[src/rtl/xt_lsu_pkg.sv]
// Shared types and constants for the xt load/store unit.
// funct3 codes, bus width codes, error and state encodings, request checker.
package xt_lsu_pkg;

  localparam logic [2:0] LSU_LB  = 3'b000;
  localparam logic [2:0] LSU_LH  = 3'b001;
  localparam logic [2:0] LSU_LW  = 3'b010;
  localparam logic [2:0] LSU_LBU = 3'b100;
  localparam logic [2:0] LSU_LHU = 3'b101;
  localparam logic [2:0] LSU_SB  = 3'b000;
  localparam logic [2:0] LSU_SH  = 3'b001;
  localparam logic [2:0] LSU_SW  = 3'b010;

  localparam logic [1:0] WW_BYTE = 2'd0;
  localparam logic [1:0] WW_HALF = 2'd1;
  localparam logic [1:0] WW_WORD = 2'd2;

  typedef enum logic [1:0] {
    LSU_OK       = 2'd0,
    LSU_MISALIGN = 2'd1,
    LSU_ILLEGAL  = 2'd2,
    LSU_TIMEOUT  = 2'd3
  } lsu_err_t;

  typedef enum logic [1:0] {
    LSU_IDLE   = 2'd0,
    LSU_ACCESS = 2'd1,
    LSU_RESP   = 2'd2
  } lsu_state_t;

  // Illegal encodings win over misalignment.
  function automatic lsu_err_t lsu_check(
    input logic       we,
    input logic [2:0] f3,
    input logic [1:0] a
  );
    logic ill;
    logic mis;
    ill = we ? (f3 > 3'd2)
             : (f3 == 3'b011 || f3 == 3'b110 || f3 == 3'b111);
    mis = (f3[1:0] == WW_HALF && a[0])
       || (f3[1:0] == WW_WORD && a != 2'b00);
    if (ill)
      return LSU_ILLEGAL;
    else if (mis)
      return LSU_MISALIGN;
    else
      return LSU_OK;
  endfunction

endpackage

[src/rtl/lsu_load_extend.sv]
// Load data extension for RV32I LB/LH/LW/LBU/LHU.
// In: funct3, raw right-justified RAM data. Out: extended word.
module lsu_load_extend
  import xt_lsu_pkg::*;
(
  input  logic [2:0]  funct3,
  input  logic [31:0] raw,
  output logic [31:0] ext
);

  always_comb begin
    ext = raw;
    unique case (1'b1)
      funct3 == LSU_LB:  ext = {{24{raw[7]}}, raw[7:0]};
      funct3 == LSU_LH:  ext = {{16{raw[15]}}, raw[15:0]};
      funct3 == LSU_LBU: ext = {24'd0, raw[7:0]};
      funct3 == LSU_LHU: ext = {16'd0, raw[15:0]};
      default:           ext = raw;
    endcase
  end

endmodule

[src/rtl/xt_load_store_unit.sv]
// Core-side load/store unit mastering the data-RAM high-speed bus.
// Ports: req_* (core request), resp_* (completion), hb_* (RAM bus).
// Optional bus watchdog enabled by defining XT_LSU_TIMEOUT_EN.
module xt_load_store_unit
  import xt_lsu_pkg::*;
#(
  parameter int ADDR_W         = 32,
  parameter int TIMEOUT_CYCLES = 255
) (
  input  logic              hb_clk,
  input  logic              rst,
  input  logic              req_valid,
  output logic              req_ready,
  input  logic              req_we,
  input  logic [2:0]        req_funct3,
  input  logic [ADDR_W-1:0] req_addr,
  input  logic [31:0]       req_wdata,
  output logic              resp_valid,
  output logic [31:0]       resp_rdata,
  output logic [1:0]        resp_err,
  output logic [ADDR_W-1:0] hb_raddr,
  output logic [ADDR_W-1:0] hb_waddr,
  output logic [31:0]       hb_wdata,
  output logic [1:0]        hb_write_width,
  output logic              hb_ren,
  output logic              hb_wen,
  input  logic [31:0]       hb_rdata,
  input  logic              hb_wait_finish
);

  lsu_state_t        state;
  logic              we_q;
  logic [2:0]        f3_q;
  logic [ADDR_W-1:0] addr_q;
  logic [31:0]       wdata_q;
  logic [1:0]        width_q;
  logic [31:0]       rdata_q;
  lsu_err_t          err_q;
  lsu_err_t          chk;
  logic [31:0]       ext;
  logic              accept;
  logic              in_acc;
  logic              to_hit;

  assign chk    = lsu_check(req_we, req_funct3, req_addr[1:0]);
  assign accept = req_valid && state == LSU_IDLE;
  assign in_acc = state == LSU_ACCESS;

  lsu_load_extend u_ext (
    .funct3 (f3_q),
    .raw    (hb_rdata),
    .ext    (ext)
  );

`ifdef XT_LSU_TIMEOUT_EN
  localparam int TO_RAW = $clog2(TIMEOUT_CYCLES + 1);
  localparam int TO_W   = (TO_RAW > 8) ? TO_RAW : 8;

  logic [TO_W-1:0] to_cnt;

  // Fires on the last allowed wait cycle, so the strobe
  // is high for exactly TIMEOUT_CYCLES cycles.
  assign to_hit = in_acc && !hb_wait_finish
               && to_cnt == TO_W'(TIMEOUT_CYCLES - 1);

  always_ff @(posedge hb_clk) begin
    if (rst)
      to_cnt <= '0;
    else if (accept)
      to_cnt <= '0;
    else if (in_acc && !hb_wait_finish)
      to_cnt <= to_cnt + 1'b1;
  end
`else
  assign to_hit = 1'b0;
`endif

  always_ff @(posedge hb_clk) begin
    if (rst) begin
      state   <= LSU_IDLE;
      we_q    <= 1'b0;
      f3_q    <= '0;
      addr_q  <= '0;
      wdata_q <= '0;
      width_q <= '0;
      rdata_q <= '0;
      err_q   <= LSU_OK;
    end else begin
      unique case (state)
        LSU_IDLE: begin
          if (accept) begin
            we_q <= req_we;
            f3_q <= req_funct3;
            if (chk == LSU_OK) begin
              addr_q  <= req_addr;
              wdata_q <= req_wdata;
              width_q <= req_funct3[1:0];
              state   <= LSU_ACCESS;
            end else begin
              rdata_q <= '0;
              err_q   <= chk;
              state   <= LSU_RESP;
            end
          end
        end
        LSU_ACCESS: begin
          if (hb_wait_finish) begin
            rdata_q <= we_q ? 32'd0 : ext;
            err_q   <= LSU_OK;
            state   <= LSU_RESP;
          end else if (to_hit) begin
            rdata_q <= '0;
            err_q   <= LSU_TIMEOUT;
            state   <= LSU_RESP;
          end
        end
        LSU_RESP: state <= LSU_IDLE;
        default:  state <= LSU_IDLE;
      endcase
    end
  end

  assign req_ready      = state == LSU_IDLE;
  assign resp_valid     = state == LSU_RESP;
  assign resp_rdata     = rdata_q;
  assign resp_err       = err_q;
  assign hb_raddr       = addr_q;
  assign hb_waddr       = addr_q;
  assign hb_wdata       = wdata_q;
  assign hb_write_width = width_q;
  assign hb_ren         = in_acc && !we_q;
  assign hb_wen         = in_acc && we_q;

endmodule

[config.mk]
export PLATFORM = sky130hd
export DESIGN_NAME = xt_load_store_unit
export DESIGN_NICKNAME = d
export VERILOG_FILES = /design/src/rtl/xt_lsu_pkg.sv /design/src/rtl/lsu_load_extend.sv /design/src/rtl/xt_load_store_unit.sv
export SDC_FILE = /design/constraint.sdc
export NUM_CORES = 1
export LEC_CHECK = 0
export ABC_AREA = 1
export BUFFER_PORTS_ARGS = -buffer_cell sky130_fd_sc_hd__buf_2
export CAP_MARGIN = 20
export CELL_PAD_IN_SITES_DETAIL_PLACEMENT = 2
export CELL_PAD_IN_SITES_GLOBAL_PLACEMENT = 2
export CORE_MARGIN = 2
export CORE_UTILIZATION = 20
export DETAILED_ROUTE_END_ITERATION = 7
export GPL_TIMING_DRIVEN = 0
export PLACE_DENSITY_LB_ADDON = 0.1
export SYNTH_ARGS = -nofsm -noshare
export SYNTH_HDL_FRONTEND = slang
export SYNTH_SLANG_ARGS = --single-unit
[constraint.sdc]
create_clock -name hb_clk -period 1.5 [get_ports hb_clk]
set_clock_uncertainty 0.1 [all_clocks]
set_input_delay 0.3 -clock hb_clk [delete_from_list [all_inputs] [get_ports hb_clk]]
set_output_delay 0.3 -clock hb_clk [all_outputs]
set_load 0.01 [all_outputs]
**Word level (Yosys, flattened, before mapping)**

Index checks and enable logic that the tools add are counted.
W data, S select, Z words.

- Output and inout port bits: 136
- Register bits: 106
- Input bits: 104

- Order comparisons: 1
- Eq/ne operators: 13
- Mux-type cells: 17
- Reductions and logical operators: 18

Operators by type and width:

| kind | count |
|---|---|
| $mux W32 | 4 |
| $pmux W32 S4 | 1 |
| $pmux W32 S2 | 1 |
| $mux W2 | 7 |
| $eq A3 B3 Y1 const B | 4 |
| $pmux W2 S2 | 2 |
| $logic_and A1 B1 Y1 | 5 |
| $eq A2 B1 Y1 const B | 2 |
| $eq A2 B2 Y1 const B | 2 |
| $logic_not A2 Y1 | 2 |
| $ne A2 B2 Y1 const B | 2 |
| $reduce_and A2 Y1 | 2 |
| $reduce_and A4 Y1 | 1 |
| $reduce_bool A2 Y1 | 2 |
| $eq A3 B1 Y1 const B | 1 |
| $eq A3 B2 Y1 const B | 1 |
| $gt A3 B2 Y1 const B | 1 |
| $logic_not A3 Y1 | 1 |
| $logic_or A1 B1 Y1 | 3 |
| $reduce_and A3 Y1 | 1 |
| $mux W1 | 2 |
| $ne A2 B1 Y1 const B | 1 |
| $logic_not A1 Y1 | 1 |

**Depth between registers and ports, before layout**

- Depth after elaboration: 9
- Depth in mapped cells: 9

**Hierarchy**

From an unflattened synthesis, not the netlist that was laid out.

- Cells, all modules: 679
- Area total of the unflattened synthesis: 4984.8 sq um

Modules (own cells, without submodules):

| module | area an instance (sq um) | instances | sequential area each (sq um) | cells each |
|---|---|---|---|---|
| xt_load_store_unit | 4595.7 | 1 | 2122.0 | 609 |
| lsu_load_extend | 389.1 | 1 | 0.0 | 70 |

**Worst setup path before layout**

Ideal clock, no wire load.

- Path type: reg-to-reg
- Start: register state[1]
- End: register addr_q[2] (netlist: hb_raddr[2])
- Stages on the path, launching flop included: 9
- Path slack: -0.036 ns
- Path buffers: 2
- Data arrival time: 1.304 ns
- Cell sequence: dfxtp_1 nor2_2 nand2_2 inv_2 nand3_2 buf_4 buf_2 nand2_1 a21oi_1

- Cells in the longest elaborated chain, start to end: 3

Ends and longest elaborated chain:

| element | line | RTL |
|---|---|---|
| start: declaration | xt_load_store_unit.sv:31 | `lsu_state_t state;` |
| start signal: assignment | xt_load_store_unit.sv:80 | `state <= LSU_IDLE;` |
| start signal: assignment | xt_load_store_unit.sv:98 | `state <= LSU_ACCESS;` |
| start signal: assignment | xt_load_store_unit.sv:102 | `state <= LSU_RESP;` |
| $logic_not A2 Y1 (*) | n/a |  |
| named net req_ready | xt_load_store_unit.sv:13 | `output logic req_ready,` |
| $logic_and A1 B1 Y1 | xt_load_store_unit.sv:46 | `assign accept = req_valid && state == LSU_IDLE;` |
| $reduce_and A3 Y1 (no source line) (*) | n/a |  |
| end signal: assignment | xt_load_store_unit.sv:95 | `addr_q <= req_addr;` |
| end: declaration | xt_load_store_unit.sv:34 | `logic [ADDR_W-1:0] addr_q;` |

The timed path passes the listed nets; every way through them passes the cells marked *.
A chain may end at the register's enable or synchronous reset.

**Worst setup path in the final report**

- Start: register state[0]
- End: output hb_wen

- Cells in the longest elaborated chain, start to end: 2

Ends and longest elaborated chain:

| element | line | RTL |
|---|---|---|
| $eq A2 B1 Y1 | xt_load_store_unit.sv:47 | `assign in_acc = state == LSU_ACCESS;` |
| $logic_and A1 B1 Y1 | xt_load_store_unit.sv:132 | `assign hb_wen = in_acc && we_q;` |
| end: declaration | xt_load_store_unit.sv:26 | `output logic hb_wen,` |

No other way between the ends.

==> load_flow_metrics.sql <==
INSERT INTO impl_metrics (metric_group, metric, value, unit) VALUES
('synthesis', 'mean_post_synth_cell_area', '6.88', 'um^2'),
('synthesis', 'synth-main-ff-cell', 'sky130_fd_sc_hd__dfxtp_1', ''),
('status', 'failed_checks', 'negative setup slack', ''),
('synthesis', 'post_synth_edffs', '0', ''),
('flow_run', 'drv_cap', '0', ''),
('setup_path', 'reg2reg_depth', '9', ''),
('synthesis', 'synth_cell_types', '19', ''),
('timing', 'timing.setup.tns', '-5.33', 'ns'),
('clock_tree', 'buffer_levels_on_the_longest_clock_path', '2', ''),
('route', 'routed-wl-met2', '9860', 'um'),
('synthesis', 'synthMostInstantiatedCell', 'sky130_fd_sc_hd__nand2_1', ''),
('final_layout', 'stdcell_count', '1253', ''),
('floorplanning', 'fp.coreArea', '22600', 'um^2'),
('final_layout', 'postLayoutCoreUtil', '0.368', ''),
('place', 'placed_cells_incl_taps', '1193', ''),
('floorplanning', 'io-pin-count', '240', ''),
('route', 'drtPass1Iterations', '4', ''),
('setup_path', 'critPathBufInv', '3', ''),
('power', 'power_frac_clock', '0.311', ''),
('timing', 'final-setup-viol-count', '92', ''),
('worst_hold_path', 'worst_hold_check_path_type', 'primary input to flop', ''),
('clock_tree', 'cts_tree', 'done', ''),
('route', 'wirelength_met1', '9120', 'um'),
('timing', 'period_minus_slack', '1.61', 'ns'),
('clock_tree', 'cts.sink_count', '106', ''),
('power', 'comb_power_frac', '0.279', ''),
('floorplanning', 'die-height', '156', 'um'),
('floorplanning', 'fp.dieW', '156', 'um'),
('timing', 'post-route-worst-setup-slack', '-0.114', 'ns'),
('grt', 'first_global_vias', '5503', ''),
('route', 'dr_wl_met3', '1060', 'um'),
('grt', 'globalRoute.totalOverflow', '0', ''),
('place', 'place.port_buffers', '238', ''),
('grt', 'grt_max_degree', '20', ''),
('setup_path', 'critical_path_launch_point_type', 'flop', ''),
('place', 'preCtsSetupSlack', '-0.484', 'ns'),
('grt', 'global_route_wire_length_before_repair', '30400', 'um'),
('timing', 'fmax', '0.619', 'GHz'),
('power', 'design_power_total', '7.67', 'mW'),
('place', 'postPlaceCellArea', '6160', 'um^2'),
('setup_path', 'slowest_delay', '0.39', 'ns'),
('final_layout', 'antennaDiodeCount', '0', ''),
('final_layout', 'nFillCells', '2637', ''),
('synthesis', 'yosys_register_bits', '106', ''),
('place', 'place_congestion', '0.717', ''),
('clock_tree', 'insertion_delay', '0.35', 'ns'),
('final_layout', 'design_area', '8320', 'um^2'),
('clock_tree', 'cts.root.buffer_cell', 'sky130_fd_sc_hd__clkbuf_16', ''),
('setup_path', 'critical-path-slowest-cell', 'sky130_fd_sc_hd__dfxtp_4', ''),
('power', 'swShare', '0.326', ''),
('setup_path', 'path_cells', 'inv_4 -> nor2_4 -> inv_4 -> nor2_1 -> buf_2', ''),
('route', 'drt-wirelength-per-cell', '16.2', 'um'),
('route', 'route.detailed.drc', '0', ''),
('power', 'power_density', '922', 'nW/um^2'),
('route', 'totalWireLength', '20300', 'um'),
('clock_tree', 'postCtsHoldBufs', '0', ''),
('setup_path', 'r2r_slack', '-0.09', 'ns'),
('synthesis', 'yosys.area.top_type_share', '0.460', ''),
('route', 'avg_vias_per_cell', '4.24', ''),
('timing', 'timing.max_slew.rel_slack', '0.450', ''),
('synthesis', 'synth_area', '4610', 'um^2'),
('clock_tree', 'path_clk_slew', '0.08', 'ns'),
('final_layout', 'post_route_cells_drive_above_1_share', '0.592', ''),
('setup_path', 'crit_arrival', '1.21', 'ns'),
('synthesis', 'synthesis.nets', '774', ''),
('status', 'outcome', 'complete, but fails checks', ''),
('synthesis', 'syn_inst', '670', ''),
('synthesis', 'asyncSetResetFlopFracSynth', '0', ''),
('route', 'ant_nets', '0', ''),
('setup_path', 'regToRegStartpoint', 'state[0]', ''),
('grt', 'grt.total_usage', '0.161', '');
==> repair_timing <==
action,4_1_cts,5_1_grt
setup buffers,28,8
endpoints found under the setup margin,105,103
gates resized for setup,172,214
gates cloned,12,4
pin swaps,30,65
==> cells by family after synthesis <==
family | Yosys count | synth area share
flip-flops | 106 | 0.460
AND/OR/NAND/NOR | 355 | 0.301
buffers and inverters | 108 | 0.126
AO/OA/AOI/OAI | 101 | 0.112
==> worst max path at each step <==
| stage | to | slack, ns | cells past startpoint |
|---|---|---|---|
| detailed placement | resp_rdata[16] | -0.48 | 6 |
| global route | resp_rdata[9] | -0.21 | 9 |
| floorplan | hb_raddr[2] | 0.007 | 8 |
| CTS | hb_wen | -0.18 | 5 |
| finish | hb_wen | -0.11 | 5 |
| global placement | resp_rdata[30] | -0.47 | 8 |
==> worst reg2reg max path: stages, from the launching register on <==
cell and delay [ns]:
sky130_fd_sc_hd__dfxtp_4 0.39, sky130_fd_sc_hd__inv_4 0.04, sky130_fd_sc_hd__nor2_4 0.15, sky130_fd_sc_hd__inv_4 0.07, sky130_fd_sc_hd__o21ai_4 0.21, sky130_fd_sc_hd__buf_12 0.18, sky130_fd_sc_hd__buf_8 0.14, sky130_fd_sc_hd__nand3_2 0.08
sky130_fd_sc_hd__nand2_1 0.08, sky130_fd_sc_hd__nor2_1 0.05
==> per-layer routing <==
metal	vias to the layer above	global-route usage
met5	-	0
met2	127	0.270
met1	2542	0.207
li1	2636	-
met3	12	0.0361
met4	0	0.0433
==> flip-flops by register name (all words and copies together), names as in the netlist <==
register,flops
hb_raddr,32
hb_wdata,32
resp_rdata,32
f3_q,3
hb_write_width,2
resp_err,2
state,2
we_q,1
==> layout make-up <==
| type | instances | area share |
|---|---|---|
| plain buffers | 71 | 0.0803 |
| clock buffers | 10 | 0.0275 |
| clock inverters | 6 | 0.00677 |
| inverters | 37 | 0.0188 |
| multi-input cells | 456 | 0.347 |
| flip-flops and latches | 106 | 0.256 |
| well taps | 285 | 0.0429 |
| repair buffers | 282 | 0.221 |
==> power by group through the flow <==
stage	Combinational [mW]	Clock, mW	Sequential [mW]
after floorplan	0.721	0	3.25
after global placement	1.40	0	3.18
after detailed placement	1.43	0	3.18
after CTS	1.91	2.51	3.13
after global routing	2.36	2.62	3.17
final	2.14	2.39	3.14
==> cell usage in the layout, fill, tap and decap left out, types with 12 or more instances in the layout <==
master,Yosys,routed
sky130_fd_sc_hd__nor2_1,103,96
sky130_fd_sc_hd__nand3_2,2,14
sky130_fd_sc_hd__dfxtp_1,106,103
sky130_fd_sc_hd__clkbuf_16,0,14
sky130_fd_sc_hd__buf_12,0,12
sky130_fd_sc_hd__buf_2,13,239
sky130_fd_sc_hd__buf_6,5,13
sky130_fd_sc_hd__a21oi_2,0,62
sky130_fd_sc_hd__inv_1,31,30
sky130_fd_sc_hd__nand2_1,225,116
sky130_fd_sc_hd__a21oi_1,94,32
sky130_fd_sc_hd__buf_4,33,49
sky130_fd_sc_hd__buf_8,0,14
sky130_fd_sc_hd__nand2_4,0,67
sky130_fd_sc_hd__nand2_2,2,44
No activity file was read; power rests on OpenSTA's default activity.
